===== config.mk =====
export PLATFORM = sky130hd
export DESIGN_NAME = dnn_seq
export DESIGN_NICKNAME = d
export VERILOG_FILES = /design/src/rtl/dnn_seq.sv
export SDC_FILE = /design/constraint.sdc
export NUM_CORES = 1
export LEC_CHECK = 0
export ABC_AREA = 1
export BUFFER_PORTS_ARGS = -buffer_cell sky130_fd_sc_hd__clkbuf_2
export CAP_MARGIN = 10
export CORE_MARGIN = 8
export CORE_UTILIZATION = 60
export DETAILED_ROUTE_END_ITERATION = 8
export PLACE_DENSITY = 0.95
export SLEW_MARGIN = 10
export SYNTH_ARGS = -nofsm -noshare
export SYNTH_HDL_FRONTEND = slang
export SYNTH_SLANG_ARGS = --single-unit

===== constraint.sdc =====
create_clock -name clk -period 4.2 [get_ports clk]
set_input_delay 0.21 -clock clk [delete_from_list [all_inputs] [get_ports clk]]
set_output_delay 0.21 -clock clk [all_outputs]
set_load 0.05 [all_outputs]

===== src/rtl/dnn_seq.sv =====
// dnn_seq: control sequencer for the tiny_dnn_core array and the normalize stage.
// One start pulse runs one layer pass: INIT, EXEC over the input addresses,
// an optional BIAS step, a two-cycle DRAIN for the FMA pipeline, then OUT.
// OUT shifts N_CORE results out of the core chain through normalize using a
// valid/ready handshake.
// Optional feature macro: DNN_SEQ_PERF_EN adds the perf_cycles and perf_stall counters.
module dnn_seq #(
  parameter int F_SIZE = 1024,
  parameter int N_CORE = 16,
  localparam int AW = $clog2(F_SIZE),
  localparam int IW = $clog2(N_CORE)
) (
  input  logic          clk,
  input  logic          reset,
  input  logic          start,
  input  logic [AW-1:0] n_in,
  input  logic          bias_en,
  input  logic          out_ready,
  output logic          busy,
  output logic          done,
  output logic          init,
  output logic          exec,
  output logic          bias,
  output logic [AW-1:0] ra,
  output logic          update,
  output logic          outr,
  output logic          norm_en,
  output logic          out_valid,
  output logic [IW-1:0] out_idx,
  output logic          out_last
`ifdef DNN_SEQ_PERF_EN
  ,
  output logic [31:0]   perf_cycles,
  output logic [31:0]   perf_stall
`endif
);

  typedef enum logic [2:0] {
    S_IDLE,
    S_INIT,
    S_EXEC,
    S_BIAS,
    S_DRAIN,
    S_OUT
  } state_t;

  localparam logic [AW-1:0] MAX_N  = AW'(F_SIZE - 1);
  localparam logic [IW:0]   LAST_K = (IW + 1)'(N_CORE - 1);
  localparam logic [IW-1:0] TOP_IDX = IW'(N_CORE - 1);

  state_t        state;
  logic [AW-1:0] n_lat;
  logic [AW-1:0] addr;
  logic          bias_lat;
  logic          drain_cnt;
  logic [IW:0]   out_cnt;
  logic          step_ok;
  logic          last_addr;

  // Strobes and handshake outputs are decoded from the registered state; the
  // OUT step also depends on out_ready so a stalled consumer freezes the chain
  // in the same cycle.
  always_comb begin
    step_ok   = (state == S_OUT) && (out_cnt <= LAST_K) && (!out_valid || out_ready);
    last_addr = (addr == n_lat - AW'(1));
    busy      = (state != S_IDLE);
    init      = (state == S_INIT);
    exec      = (state == S_EXEC);
    bias      = (state == S_BIAS);
    ra        = (state == S_EXEC) ? addr : '0;
    outr      = step_ok;
    norm_en   = step_ok;
    update    = step_ok && (out_cnt == '0);
    done      = (state == S_OUT) && out_valid && out_ready && out_last;
  end

  // Main sequencer: walks the phases of a pass and tracks the output handshake.
  always_ff @(posedge clk or posedge reset) begin
    if (reset) begin
      state     <= S_IDLE;
      n_lat     <= '0;
      addr      <= '0;
      bias_lat  <= 1'b0;
      drain_cnt <= 1'b0;
      out_cnt   <= '0;
      out_valid <= 1'b0;
      out_idx   <= '0;
      out_last  <= 1'b0;
    end else begin
      case (state)
        S_IDLE: begin
          if (start) begin
            n_lat    <= (n_in >= MAX_N) ? MAX_N : n_in;
            bias_lat <= bias_en;
            addr     <= '0;
            state    <= S_INIT;
          end
        end
        S_INIT: begin
          addr <= '0;
          if (n_lat != '0)
            state <= S_EXEC;
          else if (bias_lat)
            state <= S_BIAS;
          else
            state <= S_DRAIN;
        end
        S_EXEC: begin
          if (last_addr) begin
            addr  <= '0;
            state <= bias_lat ? S_BIAS : S_DRAIN;
          end else begin
            addr <= addr + AW'(1);
          end
        end
        S_BIAS: begin
          state <= S_DRAIN;
        end
        S_DRAIN: begin
          if (drain_cnt) begin
            drain_cnt <= 1'b0;
            out_cnt   <= '0;
            state     <= S_OUT;
          end else begin
            drain_cnt <= 1'b1;
          end
        end
        S_OUT: begin
          if (step_ok) begin
            out_valid <= 1'b1;
            out_idx   <= TOP_IDX - out_cnt[IW-1:0];
            out_last  <= (out_cnt == LAST_K);
            out_cnt   <= out_cnt + (IW + 1)'(1);
          end else if (out_valid && out_ready) begin
            out_valid <= 1'b0;
          end
          if (out_valid && out_ready && out_last) begin
            out_valid <= 1'b0;
            out_idx   <= '0;
            out_last  <= 1'b0;
            out_cnt   <= '0;
            state     <= S_IDLE;
          end
        end
        default: state <= S_IDLE;
      endcase
    end
  end

`ifdef DNN_SEQ_PERF_EN
  // Saturating performance counters: busy cycles and cycles the consumer stalled a valid result.
  always_ff @(posedge clk or posedge reset) begin
    if (reset) begin
      perf_cycles <= '0;
      perf_stall  <= '0;
    end else if (state == S_IDLE && start) begin
      perf_cycles <= '0;
      perf_stall  <= '0;
    end else begin
      if (busy && perf_cycles != '1)
        perf_cycles <= perf_cycles + 32'd1;
      if (state == S_OUT && out_valid && !out_ready && perf_stall != '1)
        perf_stall <= perf_stall + 32'd1;
    end
  end
`endif

endmodule


---- After elaboration in Yosys (flattened, before gate mapping) ----
Cells that the tools add are included.
cells by class
  add/sub/neg operators ................... 4
  mux-type cells .......................... 24
  equality and inequality tests ........... 12
  reductions and logical operators ........ 24
  magnitude comparators ................... 2
operator list
  cell                                                                      number
  10-bit two-way mux                                                        4
  10-bit case mux with 3 select lines                                       1
  3-bit two-way mux                                                         6
  3-bit case mux with 6 select lines                                        1
  5-bit two-way mux                                                         3
  10-bit by 1-bit adder with 10-bit output (second input constant)          1
  10-bit equality test                                                      1
  10-bit >= comparator (second input constant)                              1
  5-bit case mux with 2 select lines                                        1
  10-bit nonzero test                                                       1
  10-bit by 1-bit subtractor with 10-bit output (second input constant)     1
  3-bit nonzero test                                                        3
  1-bit logical AND                                                         8
  4-bit two-way mux                                                         2
  2-bit AND reduction                                                       4
  3-bit by 2-bit equality test with 1-bit output (second input constant)    2
  3-bit equality test (second input constant)                               2
  1-bit two-way mux                                                         6
  5-bit by 1-bit adder with 5-bit output (second input constant)            1
  5-bit by 4-bit equality test with 1-bit output (second input constant)    1
  5-bit by 4-bit <= comparator with 1-bit output (second input constant)    1
  5-bit logical NOT                                                         1
  2-bit by 1-bit inequality test with 1-bit output (second input constant)  2
  2-bit inequality test (second input constant)                             2
  other kinds (9)                                                           10
storage, ports and cells
  output and inout port bits .............. 24
  word-level logic and storage cells ...... 75
  bits of input ports ..................... 15
  register bits after elaboration ......... 36

---- Longest topological paths before layout ----
Gate-level depths: netlist of the first run.
  word-level depth ........................ 6
  depth in mapped cells ................... 15
  gate-level depth less buffers ........... 14

---- Worst setup path after synthesis of the first run ----
Ideal clock, no wire load.
  kind .................................... register to output
  start ................................... reg out_cnt[1]
  end ..................................... out update
  cell stages (with the launch flop) ...... 9
  buffers on the path ..................... 0
  path slack .............................. 1.874 ns
  data arrival time ....................... 2.116 ns
  path through ............................ dfrtp_1 -> ha_1 -> nand2_1 -> nor2_1 -> ha_1 -> inv_1 -> o21ai_1 -> nand2_2 -> nor3_1
between the ends
  word-level cells in the longest chain between the ends .. 4
  elaborated cells between the ends (all ways) .. 5
  classes of those cells .................. 1 x order compare; 4 x reduce/logical
RTL lines
  what                                            line  text
  start: declaration                              56    logic [IW:0] out_cnt;
  start signal: assignment                        133   out_cnt <= out_cnt + (IW + 1)'(1);
  5-bit by 4-bit <= comparator with 1-bit output  64    step_ok = (state == S_OUT) && (out_cnt <= LAST_K) && (!out_valid || out_ready);
  1-bit logical AND (2 in series)                 64
  1-bit logical AND *                             73    update = step_ok && (out_cnt == '0);
  end: declaration                                25    output logic update,
Every way passes the cells marked *; elsewhere a longest branch is shown, timed or not.

---- Final worst setup path of the first run ----
Same ends and word-level chain as after synthesis.

==> results of run 1 <==
==> path summary, 6_finish.rpt <==
path                              end  depth (start not counted)
setup / recovery               update                          9
hold / removal               n_lat[1]                          3
setup reg to reg              addr[8]                          9
hold reg to reg            out_idx[3]                          1
max in group asynchronous     addr[8]                          4
min in group asynchronous  out_idx[2]                          4
==> synthesized netlist by cell type <==
library cell and number:
sky130_fd_sc_hd__nand3_2 4, sky130_fd_sc_hd__dfrtp_1 36, sky130_fd_sc_hd__o21bai_1 1, sky130_fd_sc_hd__nor2_4 3, sky130_fd_sc_hd__o21ai_1 3, sky130_fd_sc_hd__xor2_1 11
sky130_fd_sc_hd__ha_1 5, sky130_fd_sc_hd__nand2_2 4, sky130_fd_sc_hd__o22ai_1 1, sky130_fd_sc_hd__nor4_1 1, sky130_fd_sc_hd__nand2_4 1, sky130_fd_sc_hd__o21ai_4 1
sky130_fd_sc_hd__nor2_2 2, sky130_fd_sc_hd__nor2_1 35, sky130_fd_sc_hd__nand4_1 2, sky130_fd_sc_hd__a21oi_1 12, sky130_fd_sc_hd__xnor2_1 2, sky130_fd_sc_hd__o21a_1 1
sky130_fd_sc_hd__inv_2 5, sky130_fd_sc_hd__nand3_1 28, sky130_fd_sc_hd__o21ai_0 22, sky130_fd_sc_hd__inv_1 46, sky130_fd_sc_hd__buf_6 1, sky130_fd_sc_hd__clkbuf_1 4
sky130_fd_sc_hd__nor3_1 6, sky130_fd_sc_hd__o31ai_1 1, sky130_fd_sc_hd__nand2_1 65, sky130_fd_sc_hd__buf_4 1
==> power by group <==
| part | total (mW) | switching (mW) | internal (mW) | leakage (nW) |
|---|---|---|---|---|
| clock | 0.318 | 0.140 | 0.179 | 0.0548 |
| sequential | 0.566 | 0.104 | 0.461 | 0.466 |
| combinational | 0.941 | 0.679 | 0.262 | 0.782 |
==> registers in the layout, indices dropped and copies added (netlist names) <==
register   cells
addr          10
n_lat         10
out_cnt        5
out_idx        4
state          3
bias_lat       1
drain_cnt      1
out_last       1
out_valid      1
==> per-layer routing <==
layer / up-vias / GRT usage [%] / routed length [um]
li1: 1041 / - / -
met1: 969 / 20.6 / 2020
met2: 75 / 33.6 / 2770
met3: 17 / 5.13 / 345
met4: 0 / 10.4 / 167
met5: - / 0 / 0
==> tightest hold or removal path: cells and delay by family <==
kind / cells / cell delay (ns)
AND/OR/NAND/NOR: 1 / 0.04
buffers and inverters: 1 / 0.07
AO/OA/AOI/OAI: 1 / 0.06
==> final cells by class <==
cell class,instances,share of cell area (%)
multi-input combinational,211,42.6
sequential,36,35.1
timing repair buffer,40,8.09
inverter,51,7.45
clock buffer,5,2.68
tap,48,2.34
clock inverter,3,1.80
==> kinds of logic after synthesis <==
| family | after synthesis |
|---|---|
| and+or+nand+nor | 151 |
| buffers and inverters | 57 |
| AOI/OAI and AO/OA | 42 |
| DFF | 36 |
| xor gates and xnor gates | 13 |
| adders and majority gates | 5 |
==> stage by stage <==
stage / total power [mW] / instance area (um2) / setup slack, ns / util (%)
6_report: 1.83 / 2570 / 1.94 / 71.2
2_1_floorplan: 1.31 / 2220 / 1.87 / -
3_3_place_gp: 1.47 / 2440 / 2.34 / 67.8
5_1_grt: 1.96 / 2570 / 1.74 / 71.2
3_5_place_dp: 1.50 / 2440 / 2.27 / 67.8
4_1_cts: 1.83 / 2570 / 1.94 / 71.2
==> metrics.md, run 1 <==
| Metric | Value |
|---|---|
| Status | complete, no violations |
| Cell at the root of the clock tree | sky130_fd_sc_hd__clkbuf_8 |
| Number of remaining DRC errors | 0 |
| Width of the die | 76.8 um |
| RSZ-0062 raised after global routing | no |
| Maximum number of buffers from clock root to sink | 2 |
| Hold Slack | 0.120 ns |
| Synth Area in Simple Gates | 30.9% |
| Final setup TNS | 0 ns |
| Cell types occupying the most area after synthesis | sky130_fd_sc_hd__dfrtp_1 41%, sky130_fd_sc_hd__nand2_1 11%, sky130_fd_sc_hd__inv_1 7.8% |
| CTS buffer count | 5 |
| Start point of the critical path | out_cnt[1] |
| Total length of routed wires | 5.30 mm |
| Clock Skews | 0.00988 ns |
| Synthesized area divided by synthesized cell count | 7.30 um2 |
| Quantity of hold-fixing buffers added after cts | 1 |
| Largest fanout on the critical path | 7 |
| Count of placed standard cells in the final layout, fillers left out | 394 |
| Global placement routability congestion | 0.900 |
| Via count of the first global-routing pass | 2053 |
| Global-route usage over all layers | 19.2% |
| Number of DRC violations after detailed-routing iteration 0 | 188 |
| Fmax achieved | 443 MHz |
| Net count, final | 365 |
| Kind of path behind the tightest hold check | input pin to flop |
| Adder-cell share of the synthesized area | 2.82% |
| Routed wirelength normalized by instance count | 13.5 um |
| Gate count after technology mapping | 304 |
| Instance count after placement with tap cells included | 385 |
| Nature of the critical path endpoint | primary output |
| Die height | 76.8 um |
| Vias after detailed routing | 2102 |
| Required time of the worst setup path | 3.99 ns |
| Area Overhead vs Synth | 15.7% |
| Most common cell after layout, fill and taps aside | sky130_fd_sc_hd__nand2_1 |
| Number of violations of the max-capacitance limit | 0 |
| Initial Utilization | 61.6% |
| Setup bufs post-CTS | 0 |
| Number of antenna violations at the first check in global routing | 0 |
| Post_cts resized | 0 |
| Pin slew with the least headroom to its limit | 0.522 ns |
| I/O Buffers | 38 |
| Startpoint of the most critical register-to-register path | state[2] |
| Data arrival time of the critical path | 2.05 ns |
| Final global-route overflow total | 0 |
| Combinational family with the most area after synthesis | simple AND/OR/NAND/NOR gates |
| Yosys reg bits | 36 |
| Standard-cell rows | 22 |
| DR pass1 iterations | 7 |
| Final ANT Viol Nets | 0 |
| Xor and xnor fraction of the mapped netlist area | 5.13% |
| Sequential-to-total area share from yosys stat | 40.6% |
| CP max stage delay | 0.44 ns |
| Worst path slowest cell | sky130_fd_sc_hd__dfrtp_1 |
| Clock tree from TritonCTS | done |
| Maximum number of pins on one net before global-route repair | 37 |
| Cell-by-cell trace of the critical path | ha_1 > nand2_1 > nor2_1 > ha_1 > inv_1 > o21ai_1 > nand2_2 > nor3_1 > clkbuf_2 |
| Critical path launch point type | flop |
| Ratio of cells with drive above 1 in the final layout | 19.4% |
| Area used by multi-input combinational logic | 1090 um2 |
| CP Buf/Inv Count | 2 |
| Areal power density over the cells | 711 nW/um2 |
| Synth Net Count | 324 |
| Antenna diode instance count | 0 |
| Complex-gate fraction of the synthesized area | 10.4% |
| Fill cell instance count of the final layout | 296 |
| Number of top-level pins | 39 |
| Reg2Reg Setup Slack | 2.21 ns |
| Proportion of synthesized area in mux cells | 0% |
| Number of levels in the clock H-tree | 2 |
| Total die area | 5900 um2 |
| Worst ir drop on vdd | 456 uV |
| Startpoint of the most critical hold path | n_in[1] |
| Number of hold violations in the final report | 0 |
| Core Footprint | 3610 um2 |
| Top cell family by delay on the critical path | simple AND/OR/NAND/NOR gates |
| Static leakage | 1.30 nW |
| Synth warn | 0 |
| Area taken by flip-flops and latches | 901 um2 |
| First-pass GRT wire length | 9.23 mm |
| DP HPWL | 3.99 mm |
| Post-layout min period | 2.26 ns |
| Slew margin rel. | 65.2% |
| Total standard cell area after synthesis | 2220 um2 |
| Clock latency on the worst-skew pair | 0.30 ns |
| Via density | 5.34 |
| Highest-count cells in the layout ignoring fill and taps | 65 x sky130_fd_sc_hd__nand2_1, 46 x sky130_fd_sc_hd__inv_1, 38 x sky130_fd_sc_hd__clkbuf_2 |
| Cell type contributing the most total cell area after synthesis | sky130_fd_sc_hd__dfrtp_1 |
| Max-slew violation count | 0 |
| Portion of synthesized cell area occupied by the leading cell type | 40.6% |
| Clock input transition at the sequential cells of the worst setup and hold paths | 0.08 ns |
| Final number of setup-violating endpoints | 0 |
| Fin crit share | 53.7% |
| Cell repeated most along the worst path | sky130_fd_sc_hd__ha_1 |
| Number of sinks driven by the clock tree | 36 |
| Classification of the worst setup path | flop to primary output |
| Count of unique library cells instantiated by Yosys | 28 |
Power figures use the tool's default switching activity.
==> run 2: changes to the inputs <==
--- a/config.mk
+++ b/config.mk
@@ -9,9 +9,9 @@
 export BUFFER_PORTS_ARGS = -buffer_cell sky130_fd_sc_hd__clkbuf_2
 export CAP_MARGIN = 10
 export CORE_MARGIN = 8
-export CORE_UTILIZATION = 60
+export CORE_UTILIZATION = 56
 export DETAILED_ROUTE_END_ITERATION = 8
-export PLACE_DENSITY = 0.95
+export PLACE_DENSITY = 0.92
 export SLEW_MARGIN = 10
 export SYNTH_ARGS = -nofsm -noshare
 export SYNTH_HDL_FRONTEND = slang
==> constraint.sdc (replaced) <==
create_clock -name clk -period 2.3 [get_ports clk]
set_input_delay 0.115 -clock clk [delete_from_list [all_inputs] [get_ports clk]]
set_output_delay 0.115 -clock clk [all_outputs]
set_load 0.05 [all_outputs]
==> run 2 against run 1 <==
Clock skew decreased by 0.00072 ns. Wire length increased by 4.1%. Utilization decreased by 6.7 points. Final area decreased by 1.7%. Total power increased by 74%. Sequential cell count unchanged. Sequential power increased by 82%. Critical path depth unchanged. Highest routed layer unchanged.
==> metrics.md, run 2 (same netlist as run 1, synthesis figures left out) <==
| Metric | Value |
|---|---|
| Status | complete, no violations |
| Startpoint of the most critical register-to-register path | n_lat[0] |
| Final number of setup-violating endpoints | 0 (unchanged) |
| Slew margin rel. | 66.3% (+1.1 points) |
| Nature of the critical path endpoint | primary output |
| Via density | 5.34 (+0.16%) |
| Highest-count cells in the layout ignoring fill and taps | 65 x sky130_fd_sc_hd__nand2_1, 46 x sky130_fd_sc_hd__inv_1, 37 x sky130_fd_sc_hd__clkbuf_2 |
| Routed wirelength normalized by instance count | 14.0 um (+4.4%) |
| Worst path setup slack after routing | 0.195 ns (-1.75 ns) |
| Net count, final | 365 (unchanged) |
| Largest fanout on the critical path | 7 (unchanged) |
| Number of sinks driven by the clock tree | 36 (unchanged) |
| Ratio of cells with drive above 1 in the final layout | 18.7% (-0.71 points) |
| Number of DRC violations after detailed-routing iteration 0 | 132 (-30%) |
| Cell-by-cell trace of the critical path | ha_1 > nand2_1 > nor2_1 > ha_1 > inv_1 > o21ai_1 > nand2_2 > nor3_1 > buf_2 |
| Fmax achieved | 475 MHz |
| Antenna diode instance count | 0 (unchanged) |
| Setup bufs post-CTS | 0 (unchanged) |
| Worst path slowest cell | sky130_fd_sc_hd__dfrtp_1 |
| Static leakage | 1.28 nW (-1.4%) |
| Area used by multi-input combinational logic | 1090 um2 (unchanged) |
| Total die area | 6230 um2 (+5.6%) |
| Cell at the root of the clock tree | sky130_fd_sc_hd__clkbuf_8 |
| Count of placed standard cells in the final layout, fillers left out | 393 (-0.25%) |
| Areal power density over the cells | 1260 nW/um2 (+77%) |
| Number of antenna violations at the first check in global routing | 0 (unchanged) |
| DP HPWL | 4.16 mm (+4.3%) |
| Reg2Reg Setup Slack | 0.29 ns (-1.92 ns) |
| Pin slew with the least headroom to its limit | 0.505 ns (-0.0171 ns) |
| CP Buf/Inv Count | 2 (unchanged) |
| Area Overhead vs Synth | 13.8% |
| Cell count of the worst hold path | 3 (unchanged) |
| Vias after detailed routing | 2100 (-0.095%) |
| Fill cell instance count of the final layout | 359 (+21%) |
| Core Footprint | 3910 um2 (+8.5%) |
| Number of levels in the clock H-tree | 2 (unchanged) |
| Final global-route overflow total | 0 (unchanged) |
| Number of cells on the worst reg-to-reg path | 14 (+5) |
| Cell repeated most along the worst path | sky130_fd_sc_hd__ha_1 |
| Global placement routability congestion | 0.931 (+3.5%) |
| Worst-case hold path end point | n_lat[7] |
| Number of remaining DRC errors | 0 (unchanged) |
| Worst ir drop on vdd | 669 uV (+47%) |
| Number of hold violations in the final report | 0 (unchanged) |
| Largest registers | addr: 10 flops, n_lat: 10 flops, out_cnt: 5 flops |
| Instance count after placement with tap cells included | 387 (+0.52%) |
| CP max stage delay | 0.41 ns (-0.03 ns) |
| Classification of the worst setup path | flop to primary output |
| Via count of the first global-routing pass | 2138 (+4.1%) |
| Global-route usage over all layers | 18.9% (-0.29 points) |
| Fin crit share | 91.5% |
| Number of violations of the max-capacitance limit | 0 (unchanged) |
| First-pass GRT wire length | 9.47 mm (+2.7%) |
| Startpoint of the most critical hold path | n_in[7] |
| Required time of the worst setup path | 2.18 ns (-1.81 ns) |
| Standard-cell rows | 23 (+4.5%) |
| I/O Buffers | 38 (unchanged) |
| Clock latency on the worst-skew pair | 0.29 ns (about the same) |
| Final setup TNS | 0 ns (unchanged) |
| Max-slew violation count | 0 (unchanged) |
| Endpoint of the worst register-to-register path | state[2] |
| Post-layout min period | 2.10 ns |
| Total length of routed wires | 5.52 mm (+4.1%) |
| Width of the die | 79.0 um (+2.8%) |
| Area taken by flip-flops and latches | 901 um2 (unchanged) |
| Die height | 79.0 um (+2.8%) |
| Clock Skews | 0.00915 ns (-0.000724 ns) |
| RSZ-0062 raised after global routing | no |
| Number of top-level pins | 39 (unchanged) |
| Final ANT Viol Nets | 0 (unchanged) |
| Clock tree from TritonCTS | done |
| Data arrival time of the critical path | 1.99 ns (-0.06 ns) |
| Maximum number of buffers from clock root to sink | 2 (unchanged) |
| Most common cell after layout, fill and taps aside | sky130_fd_sc_hd__nand2_1 |
| Clock input transition at the sequential cells of the worst setup and hold paths | 0.07 ns (about the same) |
| Top cell family by delay on the critical path | simple AND/OR/NAND/NOR gates |
| Initial Utilization | 56.7% (-4.8 points) |
| DR pass1 iterations | 4 (-3) |
| CTS buffer count | 5 (unchanged) |
| Kind of path behind the tightest hold check | input pin to flop |
| Critical path launch point type | flop |
| Maximum number of pins on one net before global-route repair | 37 (unchanged) |
| Worst slack at placement | 0.327 ns (-1.94 ns) |
==> run 2: changes by cell type in the layout (fill, tap and decap cells not counted) <==
cell	change
sky130_fd_sc_hd__clkinvlp_4	-1
sky130_fd_sc_hd__clkbuf_2	-1
sky130_fd_sc_hd__inv_6	-1
sky130_fd_sc_hd__buf_2	+1
sky130_fd_sc_hd__bufinv_16	-1
==> run 2: per-stage QoR <==
step	total power, mW	area [um2]	util [%]	hold WS [ns]
6_report	3.18	2520	64.5	0.0338
5_1_grt	3.44	2520	64.5	0.0405
4_1_cts	3.18	2520	64.5	0.0318
3_5_place_dp	2.77	2450	62.5	0.233
3_3_place_gp	2.68	2450	62.5	0.218
2_1_floorplan	2.40	2220	-	0.236
==> run 2: what timing repair did <==
item	CTS	global route
hold buffers	1	0
endpoints found under the setup margin	0	1
hold endpoints to repair	36	0
resized for setup	0	1
==> run 2: layout make-up <==
cell class / count / share of cell area, %
timing repair buffer: 40 / 8.23
inverter: 51 / 7.58
multi-input combinational: 211 / 43.3
sequential: 36 / 35.7
clock buffer: 5 / 2.73
tap: 50 / 2.48
==> run 2: how the worst max path moves through the flow <==
stage / end / cells after the start / start / slack [ns]
floorplan: update / 8 / out_cnt[1] / 0.07
global placement: addr[8] / 9 / state[2] / 0.48
detailed placement: state[2] / 12 / n_lat[0] / 0.33
CTS: update / 9 / out_cnt[0] / 0.18
global route: update / 9 / out_cnt[1] / 0.03
finish: update / 9 / out_cnt[1] / 0.20
==> run 2: layer usage <==
metal  global-route usage (%)  part of all wire (%)  wire length (um)  vias to the layer above
li1                         -                     -                 -                     1032
met1                     20.3                    40              2200                      977
met3                     5.64                   5.3               294                       22
met4                     11.1                   3.7               203                        0
met5                        0                     0                 0                        -
met2                     32.4                    51              2830                       69
==> run 2: worst register-to-register path: cells and delay by family (launching register included) <==
kind,cells,cell delay [ns]
buffers and inverters,2,0.23
flip-flops,1,0.40
AND/OR/NAND/NOR,11,1.04
adder cells (fa/ha/maj),1,0.29
==> run 2: power by group <==
part           total (mW)  leakage [nW]  internal (mW)  switching (mW)
registers            1.03         0.466          0.843           0.188
logic                1.75         0.783          0.480            1.27
clock network       0.404        0.0359          0.195           0.209
total                3.18          1.28           1.52            1.67
==> run 3: changes to the inputs <==
--- a/config.mk
+++ b/config.mk
@@ -5,7 +5,6 @@
 export SDC_FILE = /design/constraint.sdc
 export NUM_CORES = 1
 export LEC_CHECK = 0
-export ABC_AREA = 1
 export BUFFER_PORTS_ARGS = -buffer_cell sky130_fd_sc_hd__clkbuf_2
 export CAP_MARGIN = 10
 export CORE_MARGIN = 8
==> run 3 against run 2 <==
Die area increased by 2.3%. Setup slack worse by 0.22 ns. The flow now finishes with violations (setup timing). Synthesized cell count fell by 16%. Clock power rose by 37%. Non-clock buffer count is 19 higher. Largest cell class unchanged. Combinational power is 14% higher. Wire length up 16%.
==> metrics.md, run 3 <==
| Metric | Value |
|---|---|
| Status | finished, violations left |
| Violations in the final reports | setup timing |
| Global-route usage over all layers | 18.4% (-0.55 points) |
| Largest registers | addr: 10 flops, n_lat: 10 flops, out_cnt: 5 flops |
| Cell count of the worst hold path | 2 (-1) |
| Number of levels in the clock H-tree | 2 (unchanged) |
| Areal power density over the cells | 1240 nW/um2 (-2.0%) |
| Most used DFF post-synth | sky130_fd_sc_hd__dfrtp_1 |
| Startpoint of the most critical hold path | n_in[3] |
| Ratio of cells with drive above 1 in the final layout | 32.4% (+14 points) |
| Endpoint of the worst register-to-register path | addr[5] |
| Clock share of power | 15.0% (+2.3 points) |
| Maximum number of buffers from clock root to sink | 2 (unchanged) |
| First-pass GRT wire length | 9.40 mm (-0.73%) |
| Asr flop ratio synth | 100% (unchanged) |
| Switch Pwr | 1.72 mW (+3.2%) |
| DP HPWL | 3.99 mm (-4.2%) |
| Synth warn | 0 (unchanged) |
| Area taken by flip-flops and latches | 903 um2 (+0.28%) |
| Worst ir drop on vdd | 608 uV (-9.2%) |
| Worst path setup slack after routing | -0.0243 ns (-0.220 ns) |
| Combinational fraction of design power | 54.3% (-0.6 points) |
| Kind of path behind the tightest hold check | input pin to flop |
| Flop pwr share | 30.7% (-1.7 points) |
| Synth Net Count | 274 (-15%) |
| Nature of the critical path endpoint | flop |
| Hold Slack | 0.0520 ns (+0.0182 ns) |
| Final global-route overflow total | 0 (unchanged) |
| Number of top-level pins | 39 (unchanged) |
| Worst-case hold path end point | n_lat[3] |
| Clock tree from TritonCTS | done |
| Number of cells on the worst reg-to-reg path | 8 (-6) |
| Via density | 6.03 (+13%) |
| Largest fanout on the critical path | 6 (-1) |
| Number of violations of the max-capacitance limit | 0 (unchanged) |
| Highest-count cells in the layout ignoring fill and taps | 34 x sky130_fd_sc_hd__dfrtp_1, 33 x sky130_fd_sc_hd__nand2_1, 31 x sky130_fd_sc_hd__clkbuf_2 |
| Net count, final | 325 (-11%) |
| Clock latency on the worst-skew pair | 0.29 ns (about the same) |
| CTS buffer count | 5 (unchanged) |
| Fill cell instance count of the final layout | 243 (-32%) |
| Vias after detailed routing | 2145 (+2.1%) |
| Static leakage | 1.31 nW (+1.9%) |
| Data arrival time of the critical path | 2.48 ns (+0.49 ns) |
| Total length of routed wires | 6.42 mm (+16%) |
| Cell type contributing the most total cell area after synthesis | sky130_fd_sc_hd__dfrtp_1 |
| Gate count after technology mapping | 254 (-16%) |
| Most common cell in the netlist | sky130_fd_sc_hd__dfrtp_1 |
| Cell at the root of the clock tree | sky130_fd_sc_hd__clkbuf_8 |
| Number of DRC violations after detailed-routing iteration 0 | 185 (+40%) |
| Startpoint of the most critical register-to-register path | n_lat[1] |
| Final ANT Viol Nets | 0 (unchanged) |
| Placed cell areas | 2640 um2 (+7.9%) |
| Number of hold violations in the final report | 0 (unchanged) |
| Design area | 2980 um2 (+18%) |
| Fin crit share | 101% (+9.6 points) |
| Critical path launch point type | flop |
| Post-layout min period | 2.32 ns (+0.220 ns) |
| Total die area | 6370 um2 (+2.3%) |
| Die height | 79.8 um (+1.1%) |
| Clock input transition at the sequential cells of the worst setup and hold paths | 0.07 ns (about the same) |
| Slew margin rel. | 49.0% (-17 points) |
| Maximum number of pins on one net before global-route repair | 37 (unchanged) |
| Initial Utilization | 57.5% (+0.75 points) |
| Area Overhead vs Synth | 30.4% |
| Reg2Reg Setup Slack | -0.02 ns (-0.31 ns) |
| Antenna diode instance count | 0 (unchanged) |
| Classification of the worst setup path | flop to flop |
| Count of unique library cells instantiated by Yosys | 53 (+89%) |
| Synthesized area divided by synthesized cell count | 8.98 um2 (+23%) |
| Most common cell after layout, fill and taps aside | sky130_fd_sc_hd__dfrtp_1 |
| Area used by multi-input combinational logic | 1380 um2 (+26%) |
| Number of sinks driven by the clock tree | 36 (unchanged) |
| DR pass1 iterations | 5 (+1) |
| Final setup TNS | -0.0292 ns (-0.0292 ns) |
| Yosys reg bits | 36 (unchanged) |
| Worst slack at placement | -0.0627 ns (-0.390 ns) |
| Most used standard cells in the synthesized netlist | 36 x sky130_fd_sc_hd__dfrtp_1, 33 x sky130_fd_sc_hd__nand2_1, 16 x sky130_fd_sc_hd__nor2_1 |
| Global placement routability congestion | 0.949 (+1.8%) |
| Final number of setup-violating endpoints | 2 (+2) |
| Width of the die | 79.8 um (+1.1%) |
| Pin slew with the least headroom to its limit | 0.760 ns (+0.255 ns) |
| Routed wirelength normalized by instance count | 18.0 um (+28%) |
| Via count of the first global-routing pass | 1999 (-6.5%) |
| Clock Skews | 0.00466 ns (-0.00449 ns) |
| Number of remaining DRC errors | 0 (unchanged) |
| Core Footprint | 3970 um2 (+1.5%) |
| Fmax achieved | 430 MHz (-9.5%) |
| Net switching share of the total power | 46.7% (-5.6 points) |
| Total standard cell area after synthesis | 2280 um2 (+2.8%) |
| Cell types occupying the most area after synthesis | sky130_fd_sc_hd__dfrtp_1 39%, sky130_fd_sc_hd__nand2_1 5.4%, sky130_fd_sc_hd__xnor2_1 4.6% |
| Sequential-to-total area share from yosys stat | 39.5% (-1.1 points) |
| Number of enable flip-flop cells after synthesis | 0 (unchanged) |
| I/O Buffers | 38 (unchanged) |
| Standard-cell rows | 23 (unchanged) |
| Pint | 1.96 mW (+29%) |
| Portion of synthesized cell area occupied by the leading cell type | 39.5% (-1.1 points) |
| Max-slew violation count | 0 (unchanged) |
| Number of antenna violations at the first check in global routing | 0 (unchanged) |
| Final standard cell utilization of the core | 75.0% (+10 points) |
| Required time of the worst setup path | 2.46 ns (+0.28 ns) |
## run 3: worst max-delay path, cell delays in order, from the launching register on
cell and delay (ns):
sky130_fd_sc_hd__dfrtp_1 0.41, sky130_fd_sc_hd__buf_6 0.13, sky130_fd_sc_hd__or4_4 0.56, sky130_fd_sc_hd__nor3_4 0.21
sky130_fd_sc_hd__xnor2_2 0.16, sky130_fd_sc_hd__o2111ai_4 0.19, sky130_fd_sc_hd__o21ai_4 0.25, sky130_fd_sc_hd__buf_12 0.15
sky130_fd_sc_hd__o211ai_1 0.12
## run 3: worst max-delay path by stage
| stage | from | to | slack [ns] | depth (start not counted) |
|---|---|---|---|---|
| finish | n_lat[1] | addr[5] | -0.02 | 8 |
| CTS | n_lat[1] | addr[2] | -0.02 | 9 |
| global placement | n_lat[0] | addr[5] | 0.03 | 8 |
| detailed placement | n_lat[1] | addr[2] | -0.06 | 8 |
| global route | n_lat[1] | addr[5] | -0.08 | 8 |
| floorplan | n_lat[0] | addr[5] | 0.06 | 9 |
## run 3: cells by family (layout without fill, tap and decap cells)
logic type / after synthesis / count (layout) / synth area share, %
muxes: 7 / 7 / 3.40
AOI/OAI and AO/OA: 54 / 54 / 17.3
adders and majority gates: 5 / 5 / 2.74
DFF: 36 / 36 / 39.5
buffers and inverters: 28 / 80 / 5.48
and+or+nand+nor: 108 / 108 / 25.5
xor gates and xnor gates: 16 / 16 / 6.14
## run 3: power by group through the flow
stage | logic, mW | clock network, mW | registers, mW
3_5_place_dp | 1.63 | 0 | 1.12
5_1_grt | 2.12 | 0.592 | 1.16
2_1_floorplan | 1.16 | 0 | 1.16
3_3_place_gp | 1.56 | 0 | 1.10
6_report | 2.00 | 0.552 | 1.13
4_1_cts | 1.74 | 0.566 | 1.11
## run 3: what timing repair did
| action | CTS | global route |
|---|---|---|
| cloned | 0 | 1 |
| hold buffers | 1 | 0 |
| hold endpoints to repair | 36 | 0 |
| buffers inserted | 4 | 4 |
| setup endpoints to repair | 13 | 14 |
| pin swaps | 1 | 6 |
| gates resized for setup | 3 | 23 |
## run 3: stage by stage
step | total power, mW | cells
4_1_cts | 3.41 | 351
3_3_place_gp | 2.67 | 338
5_1_grt | 3.87 | 356
6_report | 3.68 | 356
2_1_floorplan | 2.32 | 254
3_5_place_dp | 2.75 | 338
## run 3: area by class of cell
cell class,count,share of cell area [%]
Clock inverter,2,1.18
Multi-Input combinational cell,190,46.3
Inverter,13,1.64
Timing Repair Buffer,59,16.0
Clock buffer,6,2.44
Tap cell,50,2.10
Sequential cell,36,30.3
## run 3: routing by layer
layer	global-route usage, %	vias to the layer above	part of all wire, %
met4	7.82	0	3.9
li1	-	1001	-
met5	0	-	0
met1	20.4	1017	38
met3	4.95	26	6.3
met2	32.2	101	52
